## config.mk

```make
export PLATFORM = sky130hd
export DESIGN_NAME = blowfish_round_ctrl
export DESIGN_NICKNAME = d
export VERILOG_FILES = /design/src/rtl/bf_pkg.sv /design/src/rtl/bf_round_counter.sv /design/src/rtl/blowfish_round_ctrl.sv
export SDC_FILE = /design/constraint.sdc
export NUM_CORES = 1
export LEC_CHECK = 0
export CAP_MARGIN = 20
export CORE_UTILIZATION = 40
export CTS_BUF_LIST = sky130_fd_sc_hd__clkbuf_8 sky130_fd_sc_hd__clkbuf_16
export DETAILED_ROUTE_END_ITERATION = 16
export PLACE_DENSITY = 0.75
export SLEW_MARGIN = 25
export SYNTH_ARGS = -nofsm -noshare
export SYNTH_HDL_FRONTEND = slang
export SYNTH_SLANG_ARGS = --single-unit
```

## constraint.sdc

```tcl
create_clock -name clk -period 2.4 [get_ports clk]
set_clock_uncertainty 0.1 [all_clocks]
set_input_delay 0.48 -clock clk [delete_from_list [all_inputs] [get_ports clk]]
set_output_delay 0.48 -clock clk [all_outputs]
set_load 0.01 [all_outputs]
```

## src/rtl/bf_pkg.sv

```systemverilog
`default_nettype none
// ============================================================================
// Module   : bf_pkg
// Purpose  : Shared definitions for the Blowfish round controller: FSM state
//            encoding, round/P-array geometry, datapath widths and the
//            P-array index helpers for encrypt and decrypt key order.
// Revision : 1.0 - initial release
// ============================================================================
package bf_pkg;

  localparam int BF_ROUNDS = 16;
  localparam int P_ENTRIES = 18;
  localparam int BLOCK_W   = 64;
  localparam int HALF_W    = 32;
  localparam int P_IDX_W   = 5;
  localparam int ROUND_W   = 4;
  localparam int WAIT_W    = 3;   // holds F_LAT up to 4

  typedef enum logic [2:0] {
    ST_IDLE    = 3'd0,
    ST_PXOR    = 3'd1,
    ST_FWAIT   = 3'd2,
    ST_FINAL_A = 3'd3,
    ST_FINAL_B = 3'd4,
    ST_DONE    = 3'd5
  } bf_state_e;

  // P-array entry used by a round: P[round] forwards, P[17-round] backwards.
  function automatic logic [P_IDX_W-1:0] bf_round_idx(input logic [ROUND_W-1:0] round,
                                                      input logic dec);
    logic [P_IDX_W-1:0] w_r;
    w_r = P_IDX_W'(round);
    return dec ? (P_IDX_W'(P_ENTRIES - 1) - w_r) : w_r;
  endfunction

  // Output whitening entries: first read P[16]/P[1], second P[17]/P[0].
  function automatic logic [P_IDX_W-1:0] bf_final_idx(input logic second, input logic dec);
    logic [P_IDX_W-1:0] w_idx;
    if (dec) w_idx = second ? P_IDX_W'(0) : P_IDX_W'(1);
    else     w_idx = second ? P_IDX_W'(P_ENTRIES - 1) : P_IDX_W'(BF_ROUNDS);
    return w_idx;
  endfunction

endpackage
`default_nettype wire

```

## src/rtl/bf_round_counter.sv

```systemverilog
`default_nettype none
// ============================================================================
// Module   : bf_round_counter
// Purpose  : Round counter (0..15) and F-function wait counter for the
//            Blowfish round controller, with terminal-count flags.
// Ports    : clk, rst (async, active-low)
//            i_clear      - zero the round counter (block accepted)
//            i_load       - load the wait counter with F_LAT (PXOR cycle)
//            i_tick       - decrement wait counter; on its last cycle the
//                           round counter advances (FWAIT cycle)
//            o_round_next - round value after the current round completes
//            o_wait_last  - current FWAIT cycle is the one that uses f_out
//            o_round_last - current round is the final (16th) round
// Revision : 1.0 - initial release
// ============================================================================
module bf_round_counter
  import bf_pkg::*;
#(
  parameter int F_LAT = 1
) (
  input  logic               clk,
  input  logic               rst,
  input  logic               i_clear,
  input  logic               i_load,
  input  logic               i_tick,
  output logic [ROUND_W-1:0] o_round_next,
  output logic               o_wait_last,
  output logic               o_round_last
);

  localparam logic [WAIT_W-1:0] c_wait_load = WAIT_W'(F_LAT);

  logic [ROUND_W-1:0] r_round;
  logic [WAIT_W-1:0]  r_wait;
  logic               w_wait_last;

  assign w_wait_last  = (r_wait == WAIT_W'(1));
  assign o_wait_last  = w_wait_last;
  assign o_round_last = (r_round == ROUND_W'(BF_ROUNDS - 1));
  assign o_round_next = r_round + ROUND_W'(1);

  always_ff @(posedge clk or negedge rst) begin
    if (!rst) begin
      r_round <= '0;
      r_wait  <= '0;
    end else begin
      if (i_clear) begin
        r_round <= '0;
      end else if (i_tick && w_wait_last) begin
        r_round <= r_round + ROUND_W'(1);
      end

      if (i_load) begin
        r_wait <= c_wait_load;
      end else if (i_tick && (r_wait != '0)) begin
        r_wait <= r_wait - WAIT_W'(1);
      end
    end
  end

endmodule
`default_nettype wire

```

## src/rtl/blowfish_round_ctrl.sv

```systemverilog
`default_nettype none
// ============================================================================
// Module   : blowfish_round_ctrl
// Purpose  : Iterative Blowfish Feistel-network controller. Runs 16 rounds
//            against an external P-array store and an external F-function
//            block of latency F_LAT, then applies output whitening.
// Ports    : clk, rst (async, active-low)
//            start, block_in[63:0]   - block request, accepted when ready=1
//            ready                   - idle, able to accept start
//            done, block_out[63:0]   - one-cycle completion pulse and result
//            p_idx[4:0] / p_val[31:0]- P-array read index / read data
//            f_in[31:0] / f_out[31:0]- F-function operand (xL) / result
//            decrypt                 - only with BF_DECRYPT_EN: reverse key
//                                      order, sampled with start
// Config   : `define BF_DECRYPT_EN adds decryption support.
// Timing   : done is high in cycle 16*(F_LAT+1)+3, counting the cycle right
//            after the start-sampling edge as cycle 1.
// Revision : 1.0 - initial release
// ============================================================================
module blowfish_round_ctrl
  import bf_pkg::*;
#(
  parameter int F_LAT = 1
) (
  input  logic               clk,
  input  logic               rst,
  input  logic               start,
  input  logic [BLOCK_W-1:0] block_in,
  output logic               ready,
  output logic               done,
  output logic [BLOCK_W-1:0] block_out,
  output logic [P_IDX_W-1:0] p_idx,
  input  logic [HALF_W-1:0]  p_val,
  output logic [HALF_W-1:0]  f_in,
  input  logic [HALF_W-1:0]  f_out
`ifdef BF_DECRYPT_EN
  ,
  input  logic               decrypt
`endif
);

  bf_state_e          r_state;
  logic [HALF_W-1:0]  r_xl;
  logic [HALF_W-1:0]  r_xr;
  logic               r_ready;
  logic               r_done;
  logic [BLOCK_W-1:0] r_block_out;
  logic [P_IDX_W-1:0] r_p_idx;

  logic               w_dec;        // direction of the block in flight
  logic               w_dec_start;  // direction requested with start
  logic               w_accept;
  logic [ROUND_W-1:0] w_round_next;
  logic               w_wait_last;
  logic               w_round_last;

`ifdef BF_DECRYPT_EN
  logic r_dec;
  assign w_dec       = r_dec;
  assign w_dec_start = decrypt;
`else
  assign w_dec       = 1'b0;
  assign w_dec_start = 1'b0;
`endif

  assign w_accept = (r_state == ST_IDLE) && start;

  bf_round_counter #(
    .F_LAT (F_LAT)
  ) u_counter (
    .clk          (clk),
    .rst          (rst),
    .i_clear      (w_accept),
    .i_load       (r_state == ST_PXOR),
    .i_tick       (r_state == ST_FWAIT),
    .o_round_next (w_round_next),
    .o_wait_last  (w_wait_last),
    .o_round_last (w_round_last)
  );

  // p_idx is registered alongside the state transition so it already points
  // at the right P entry during the cycle that consumes p_val.
  always_ff @(posedge clk or negedge rst) begin
    if (!rst) begin
      r_state     <= ST_IDLE;
      r_ready     <= 1'b1;
      r_done      <= 1'b0;
      r_block_out <= '0;
      r_xl        <= '0;
      r_xr        <= '0;
      r_p_idx     <= '0;
`ifdef BF_DECRYPT_EN
      r_dec       <= 1'b0;
`endif
    end else begin
      r_done <= 1'b0;
      case (r_state)
        ST_IDLE: begin
          if (start) begin
            r_xl    <= block_in[BLOCK_W-1:HALF_W];
            r_xr    <= block_in[HALF_W-1:0];
            r_ready <= 1'b0;
            r_p_idx <= bf_round_idx(ROUND_W'(0), w_dec_start);
`ifdef BF_DECRYPT_EN
            r_dec   <= decrypt;
`endif
            r_state <= ST_PXOR;
          end
        end

        ST_PXOR: begin
          r_xl    <= r_xl ^ p_val;
          r_p_idx <= '0;
          r_state <= ST_FWAIT;
        end

        ST_FWAIT: begin
          if (w_wait_last) begin
            // Feistel step with the swap folded in.
            r_xl <= r_xr ^ f_out;
            r_xr <= r_xl;
            if (w_round_last) begin
              r_p_idx <= bf_final_idx(1'b0, w_dec);
              r_state <= ST_FINAL_A;
            end else begin
              r_p_idx <= bf_round_idx(w_round_next, w_dec);
              r_state <= ST_PXOR;
            end
          end
        end

        ST_FINAL_A: begin
          // Undo the last round's swap and whiten the right half.
          r_xl    <= r_xr;
          r_xr    <= r_xl ^ p_val;
          r_p_idx <= bf_final_idx(1'b1, w_dec);
          r_state <= ST_FINAL_B;
        end

        ST_FINAL_B: begin
          r_xl        <= r_xl ^ p_val;
          r_block_out <= {r_xl ^ p_val, r_xr};
          r_done      <= 1'b1;
          r_p_idx     <= '0;
          r_state     <= ST_DONE;
        end

        ST_DONE: begin
          r_ready <= 1'b1;
          r_state <= ST_IDLE;
        end

        default: begin
          r_ready <= 1'b1;
          r_p_idx <= '0;
          r_state <= ST_IDLE;
        end
      endcase
    end
  end

  assign ready     = r_ready;
  assign done      = r_done;
  assign block_out = r_block_out;
  assign p_idx     = r_p_idx;
  assign f_in      = r_xl;

endmodule
`default_nettype wire

```

==> results of run 1 <==
cells by family (layout without fill, tap and decap cells):
kind of cell / Yosys count / in the layout / synth area share [%]
flops: 145 / 145 / 44.7
buf+inv: 69 / 301 / 4.48
mux: 3 / 3 / 0.401
simple gates: 392 / 392 / 21.5
compound gates: 287 / 287 / 21.0
fa+ha+maj: 4 / 4 / 0.616
xor+xnor: 68 / 68 / 7.33
timing repair:
action,in CTS,in global routing
setup buffers,0,0
hold endpoints to repair,41,0
hold buffers,1,0
worst max-delay path by stage:
stage | from | endpoint | slack, ns | depth (start not counted)
floorplan | u_counter.r_wait[0] | p_idx[0] | 0.62 | 6
global route | u_counter.r_wait[1] | f_in[20] | 0.18 | 8
global placement | start | f_in[20] | 0.27 | 7
CTS | ready | ready | 0.26 | 1
finish | ready | ready | 0.28 | 1
detailed placement | start | f_in[20] | 0.22 | 7
where the power goes:
group	internal [W]	total (W)	switching [W]
sequential	0.00364	0.00475	0.00111
combinational	0.00397	0.00855	0.00458
clock	0.00163	0.00266	0.00104
total	0.00923	0.0160	0.00673
registers in the layout, summed over array words and instances, names as in the netlist:
| register | count |
|---|---|
| block_out | 64 |
| f_in | 32 |
| r_xr | 32 |
| p_idx | 5 |
| u_counter.r_round | 4 |
| r_state | 3 |
| u_counter.r_wait | 3 |
| done | 1 |
| ready | 1 |
area by class of cell:
cell class,instances,share of cell area [%]
sequential,145,31.9
clock inverter,10,0.968
clock buffer,21,4.22
inverter,6,0.209
multi-input combinational,754,36.4
tap,265,2.91
timing repair buffer,264,23.4
per-layer routing:
| metal | share of wire [%] | GRT usage (%) | vias up | routed length, um |
|---|---|---|---|---|
| li1 | - | - | 3751 | - |
| met1 | 42 | 30.0 | 3666 | 10300 |
| met2 | 49 | 40.3 | 256 | 11900 |
| met3 | 6.1 | 5.53 | 45 | 1480 |
| met4 | 2.8 | 10.2 | 0 | 690 |
| met5 | 0 | 0 | - | 0 |
through the flow:
step	utilization [%]	worst slack [ns]	power [W]	instances
after detailed placement	54.8	0.218	0.0133	1433
after floorplan	-	0.623	0.00983	968
after global routing	57.9	0.184	0.0173	1465
after global placement	54.8	0.274	0.0131	1433
after CTS	57.9	0.262	0.0161	1465
final	57.9	0.282	0.0160	1465
layout by cell type, fill, tap and decap left out, types with 2 or more instances in the layout:
cell / instances
a21oi_1: 71
a31oi_1: 32
and2b_1: 2
buf_12: 7
buf_4: 23
bufinv_16: 2
clkbuf_16: 17
clkbuf_8: 4
clkdlybuf4s50_1: 232
clkinv_2: 4
clkinvlp_4: 3
dfrtp_1: 143
ha_1: 4
inv_1: 3
inv_2: 3
mux2_2: 2
nand2_1: 178
nand2b_1: 64
nand3_1: 6
nor2_1: 103
nor2_4: 2
nor2b_1: 31
o21ai_0: 79
o21ai_1: 29
o22ai_1: 32
o2bb2ai_1: 31
o31ai_1: 2
xnor2_1: 34
xor2_1: 34
==> key figures, run 1 <==
CTS
  – Post-cts sizing count: 0
  – CTS Buffer Depth: 2
  – CTS Buf Count: 17
  – Root buffer cell: clkbuf_16
  – TritonCTS clock tree: yes
  – Clock Latency Late Sink: 0.42 ns
  – Clock tree sinks: 145
  – H-tree depth: 4
  – Clk pin slew, worst setup/hold paths: 0.06 ns

Layout
  – Area Growth Syn to Fin: 40.1%
  – Multi-input gate area: 4140 um^2
  – Final Instance Area: 11400 um^2
  – Storage cell area: 3630 um^2
  – Antenna diodes: 0
  – Layout cell share with drive strength beyond 1: 6.50%
  – Layout Nets: 1323
  – Filler cells: 1787

Timing
  – Tcrit/Tclk final: 88.2%
  – Fmax: 0.472 GHz
  – Slew Limit Fails: 0
  – Setup tns final: 0 ns
  – Worst-Margin Slew: 0.494 ns
  – Setup violators final: 0
  – Min Hold Slack: 0.377 ns
  – Final Hold Vio Count: 0
  – Fin crit period: 2.12 ns
  – RSZ-0062 raised after global routing: false
  – Headroom to the max-slew limit: 67.0%

Routing
  – Post-Route WL: 24400 um
  – WL per Instance: 16.6 um
  – First-pass DRT Iterations: 4
  – DRT iter0 DRCs: 424
  – DRC: 0
  – Vias: 7718
  – Vias per cell: 5.27
  – Post-route ant nets: 0

Critical path
  – Crit Path Max Fanout: 3
  – R2r setup slk: 0.40 ns
  – Crit-path max cell delay: 0.57 ns
  – Kind of critical path: reg2out
  – Arrival time at the worst endpoint: 1.54 ns
  – Reg2reg path depth: 8
  – CP max-delay cell: clkdlybuf4s50_1
  – WP buf/inv: 1
  – Crit path max-delay family: buffers and inverters
  – Crit-path cells: clkdlybuf4s50_1
  – Reg-to-reg endpoint: f_in[20]
  – CP startpoint kind: register
  – WP data required: 1.82 ns
  – Reg2reg start: u_counter.r_wait[1]
  – Nature of the critical path endpoint: output pin

Synth
  – Ys Warns: 0
  – Yosys cell types: 45
  – Synth area leaders: dfrtp_1 44%, nand2_1 8.2%, nand2b_1 4.9%
  – Cell area after synthesis: 8120 um^2
  – Asr flop ratio synth: 100%
  – Syn avg cell area: 8.39 um^2
  – Post-synth top area cell: dfrtp_1
  – Synth Instances: 968
  – Seq/Total Area, Yosys: 44.7%
  – Commonest cells post-synth: 178 x nand2_1, 144 x dfrtp_1, 104 x nor2_1
  – Yosys top cell area share: 44.4%
  – Post-synthesis register bit count: 145
  – Ys flop type: dfrtp_1
  – Number of flops mapped to enable cells by yosys: 0
  – Syn_nets: 1103
  – Most numerous cell in the Yosys netlist: nand2_1

Power and ir drop
  – Peak VDD IR: 0.688 mV
  – Leakage: 4.68 nW
  – Pwr dens: 1400 nW/um^2

Floorplan
  – Core ar.: 19700 um^2
  – Die X: 144 um
  – FP Rows: 51
  – Initial Util: 41.3%
  – I/O pin total: 234
  – Total die area: 20900 um^2
  – Chip Height: 144 um

Worst hold path
  – WHS Endpoint: p_idx[4]
  – HP Class: reg2reg
  – Hold_sp: p_idx[4]
  – Hold path cells: 2

Global routing
  – Largest net degree at the start of global routing: 58
  – GRT Util Overall: 24.2%
  – GR Overflow Total: 0
  – Global-route wire length before repair: 38800 um
  – Vias in the first global route: 7608
  – Antenna violations before repair: 0

Place
  – Placer Congestion: 0.818
  – Post-DP HPWL: 16900 um
  – Port bufs: 233
  – DP Area: 10800 um^2

Job
  – Max-cap violations: 0

Run status
  – Status: finished, final reports clean
No activity file was read; power rests on OpenSTA's default activity.
==> run 2: changes to the inputs <==
--- a/config.mk
+++ b/config.mk
@@ -10,6 +10,7 @@
 export CTS_BUF_LIST = sky130_fd_sc_hd__clkbuf_8 sky130_fd_sc_hd__clkbuf_16
 export DETAILED_ROUTE_END_ITERATION = 16
 export PLACE_DENSITY = 0.75
+export SKIP_CTS_REPAIR_TIMING = 1
 export SLEW_MARGIN = 25
 export SYNTH_ARGS = -nofsm -noshare
 export SYNTH_HDL_FRONTEND = slang
==> results of run 2 <==
The final DEF is identical to that of run 1; final timing and power are the same.
Main changes from that run: via count of the first global-routing pass 7608 -> 7596; overall routing resource usage 24.2% -> 24.1%; met2 usage 40.3% -> 40.2%
==> run 3: changes to the inputs <==
--- a/config.mk
+++ b/config.mk
@@ -5,7 +5,8 @@
 export SDC_FILE = /design/constraint.sdc
 export NUM_CORES = 1
 export LEC_CHECK = 0
-export CAP_MARGIN = 20
+export CAP_MARGIN = 10
+export CORE_ASPECT_RATIO = 0.8
 export CORE_UTILIZATION = 40
 export CTS_BUF_LIST = sky130_fd_sc_hd__clkbuf_8 sky130_fd_sc_hd__clkbuf_16
 export DETAILED_ROUTE_END_ITERATION = 16
==> run 3 against run 2 <==
Total power grew 0.65%. Worst hold slack barely moved. Clock-buffer cell count shrank 2. Setup slack improved by 0.022 ns. Sequential power about the same. Clock power shrank 2%. Design area barely moved. Non-clock buffer count is 3 lower. Critical path type unchanged. Largest cell class unchanged. Highest routed layer unchanged.
==> key figures, run 3 (synthesized netlist as in run 1, its figures left out) <==
Run status
  – Status: finished, final reports clean

Worst hold path
  – HP Class: reg2reg

Power and ir drop
  – Int Pwr: 0.00922 W (-0.11%)
  – Reg power frac: 29.6% (about the same)
  – Pwr dens: 1410 nW/um^2 (+0.70%)
  – Leakage: 4.67 nW (-0.14%)
  – Sw Pwr: 0.00684 W (+1.7%)
  – Power share of the clock group: 16.3% (-0.4 points)
  – Switch share: 42.6% (+0.44 points)
  – Comb power frac: 54.1% (+0.5 points)
  – Peak VDD IR: 0.885 mV (+29%)

CTS
  – CTS Buffer Depth: 2 (unchanged)
  – CTS Buf Count: 17 (unchanged)
  – Root buffer cell: clkbuf_16
  – Clk pin slew, worst setup/hold paths: 0.06 ns (about the same)
  – H-tree depth: 4 (unchanged)
  – Clock tree sinks: 145 (unchanged)
  – TritonCTS clock tree: yes
  – Clock Latency Late Sink: 0.42 ns (about the same)

Timing
  – Final Hold Vio Count: 0 (unchanged)
  – Setup violators final: 0 (unchanged)
  – Headroom to the max-slew limit: 65.1% (-1.9 points)
  – Fin crit period: 2.10 ns (-0.0222 ns)
  – Worst setup slack after layout: 0.304 ns (+0.0222 ns)
  – Worst-Margin Slew: 0.518 ns (+0.0237 ns)
  – Min Hold Slack: 0.377 ns (+0.00000600 ns)
  – Tcrit/Tclk final: 87.3% (-0.92 points)
  – Slew Limit Fails: 0 (unchanged)
  – RSZ-0062 raised after global routing: false
  – Setup tns final: 0 ns (unchanged)
  – Fmax: 0.477 GHz (+1.1%)

Critical path
  – Crit path max-delay family: flip-flops
  – WP data required: 1.82 ns (about the same)
  – Arrival time at the worst endpoint: 1.52 ns (-0.02 ns)
  – Crit-path max cell delay: 0.56 ns (about the same)
  – Nature of the critical path endpoint: output pin
  – Crit Path Max Fanout: 3 (unchanged)
  – Kind of critical path: reg2out
  – WP buf/inv: 1 (unchanged)
  – Crit-path cells: clkdlybuf4s50_1
  – CP max-delay cell: dfstp_2
  – CP startpoint kind: register

Layout
  – Antenna diodes: 0 (unchanged)
  – Final Instance Area: 11400 um^2 (about the same)
  – Layout Nets: 1320 (-0.23%)
  – Storage cell area: 3630 um^2 (unchanged)
  – Area Growth Syn to Fin: 40.0% (about the same)
  – Filler cells: 1777 (-0.56%)
  – Commonest non-fill, non-tap cells in the layout: 232 x clkdlybuf4s50_1, 178 x nand2_1, 143 x dfrtp_1
  – Layout cell share with drive strength beyond 1: 6.18% (-0.32 points)
  – Max FFs per register: 64 (unchanged)
  – Multi-input gate area: 4140 um^2 (unchanged)
  – Most common library cell in the layout ignoring fill and taps: clkdlybuf4s50_1
  – Layout Cells excl Fill: 1461 (-0.27%)

Place
  – Post-place setup slack: 0.306 ns (+0.0878 ns)
  – DP Area: 10800 um^2 (+0.13%)
  – Placer Congestion: 0.830 (+1.5%)
  – Post-DP HPWL: 17200 um (+1.8%)
  – Dpl cells: 1429 (-0.28%)
  – Port bufs: 233 (unchanged)

Global routing
  – Global-route wire length before repair: 39800 um
  – GR Overflow Total: 0 (unchanged)
  – Vias in the first global route: 7492
  – Largest net degree at the start of global routing: 67 (+16%)
  – GRT Util Overall: 24.5%
  – Antenna violations before repair: 0 (unchanged)

Routing
  – Uppermost layer routed: met4
  – First-pass DRT Iterations: 5 (+1)
  – DRC: 0 (unchanged)
  – DRT iter0 DRCs: 568 (+34%)
  – Met1 wire length: 11100 um (+8.0%)
  – Post-Route WL: 25200 um (+3.2%)
  – Vias per cell: 5.31 (+0.88%)
  – WL per Instance: 17.2 um (+3.5%)
  – Met3 wire length: 2040 um (+38%)
  – Met2 routed WL: 11700 um (-1.8%)
  – Post-route ant nets: 0 (unchanged)
  – Vias: 7765 (+0.61%)

Job
  – Max-cap violations: 0 (unchanged)

Floorplan
  – FP Rows: 46 (-9.8%)
  – Initial Util: 40.9% (-0.42 points)
  – Total die area: 20900 um^2 (about the same)
  – Die X: 161 um (+12%)
  – Chip Height: 129 um (-10%)
  – I/O pin total: 234 (unchanged)
  – Core ar.: 19900 um^2 (+1.0%)
## run 3: changes by cell type in the layout (fill, tap and decap cells not counted), sizes merged
cell	delta
buf	-3
clkbuf	-2
clkinv	+1
inv	+1
## run 3: metal layers
layer / GRT usage, % / vias to the layer above
met5: 0 / -
met4: 6.94 / 0
met3: 6.88 / 27
met2: 40.4 / 305
met1: 31.6 / 3690
li1: - / 3743
## run 3: final timing paths
check | start | end | slack [ns] | cells after the start
setup / recovery | ready | ready | 0.30 | 1
hold / removal | block_out[12] | block_out[12] | 0.38 | 2
setup reg to reg | u_counter.r_wait[1] | f_in[7] | 0.39 | 8
hold reg to reg | block_out[12] | block_out[12] | 0.38 | 2
max in group asynchronous | rst | f_in[24] | 1.10 | 3
min in group asynchronous | rst | block_out[4] | 0.44 | 2
## run 3: final cells by class
| type | instances | area share [%] |
|---|---|---|
| clock inverters | 12 | 1.05 |
| clock buffers | 19 | 3.98 |
| multi-input cells | 754 | 36.4 |
| repair buffers | 261 | 23.5 |
| inverters | 6 | 0.209 |
| well taps | 264 | 2.90 |
| flip-flops and latches | 145 | 32.0 |
## run 3: power groups by stage
stage	sequential [W]	clock (W)	combinational (W)
after floorplan	0.00488	0	0.00495
after global placement	0.00472	0	0.00847
after detailed placement	0.00476	0	0.00869
after CTS	0.00475	0.00267	0.00872
after global routing	0.00492	0.00278	0.00957
final	0.00476	0.00262	0.00869
## run 3: metrics by stage
step                util (%)  total power (W)
floorplan                  -          0.00983
finish                  57.3           0.0161
detailed placement      54.3           0.0134
CTS                     57.2           0.0161
global route            57.3           0.0173
global placement        54.3           0.0132
## run 3: tightest hold or removal path, cell delays in order (launching register included)
cell,delay [ns]
dfrtp_1,0.34
nand2_1,0.05
nand2_1,0.05
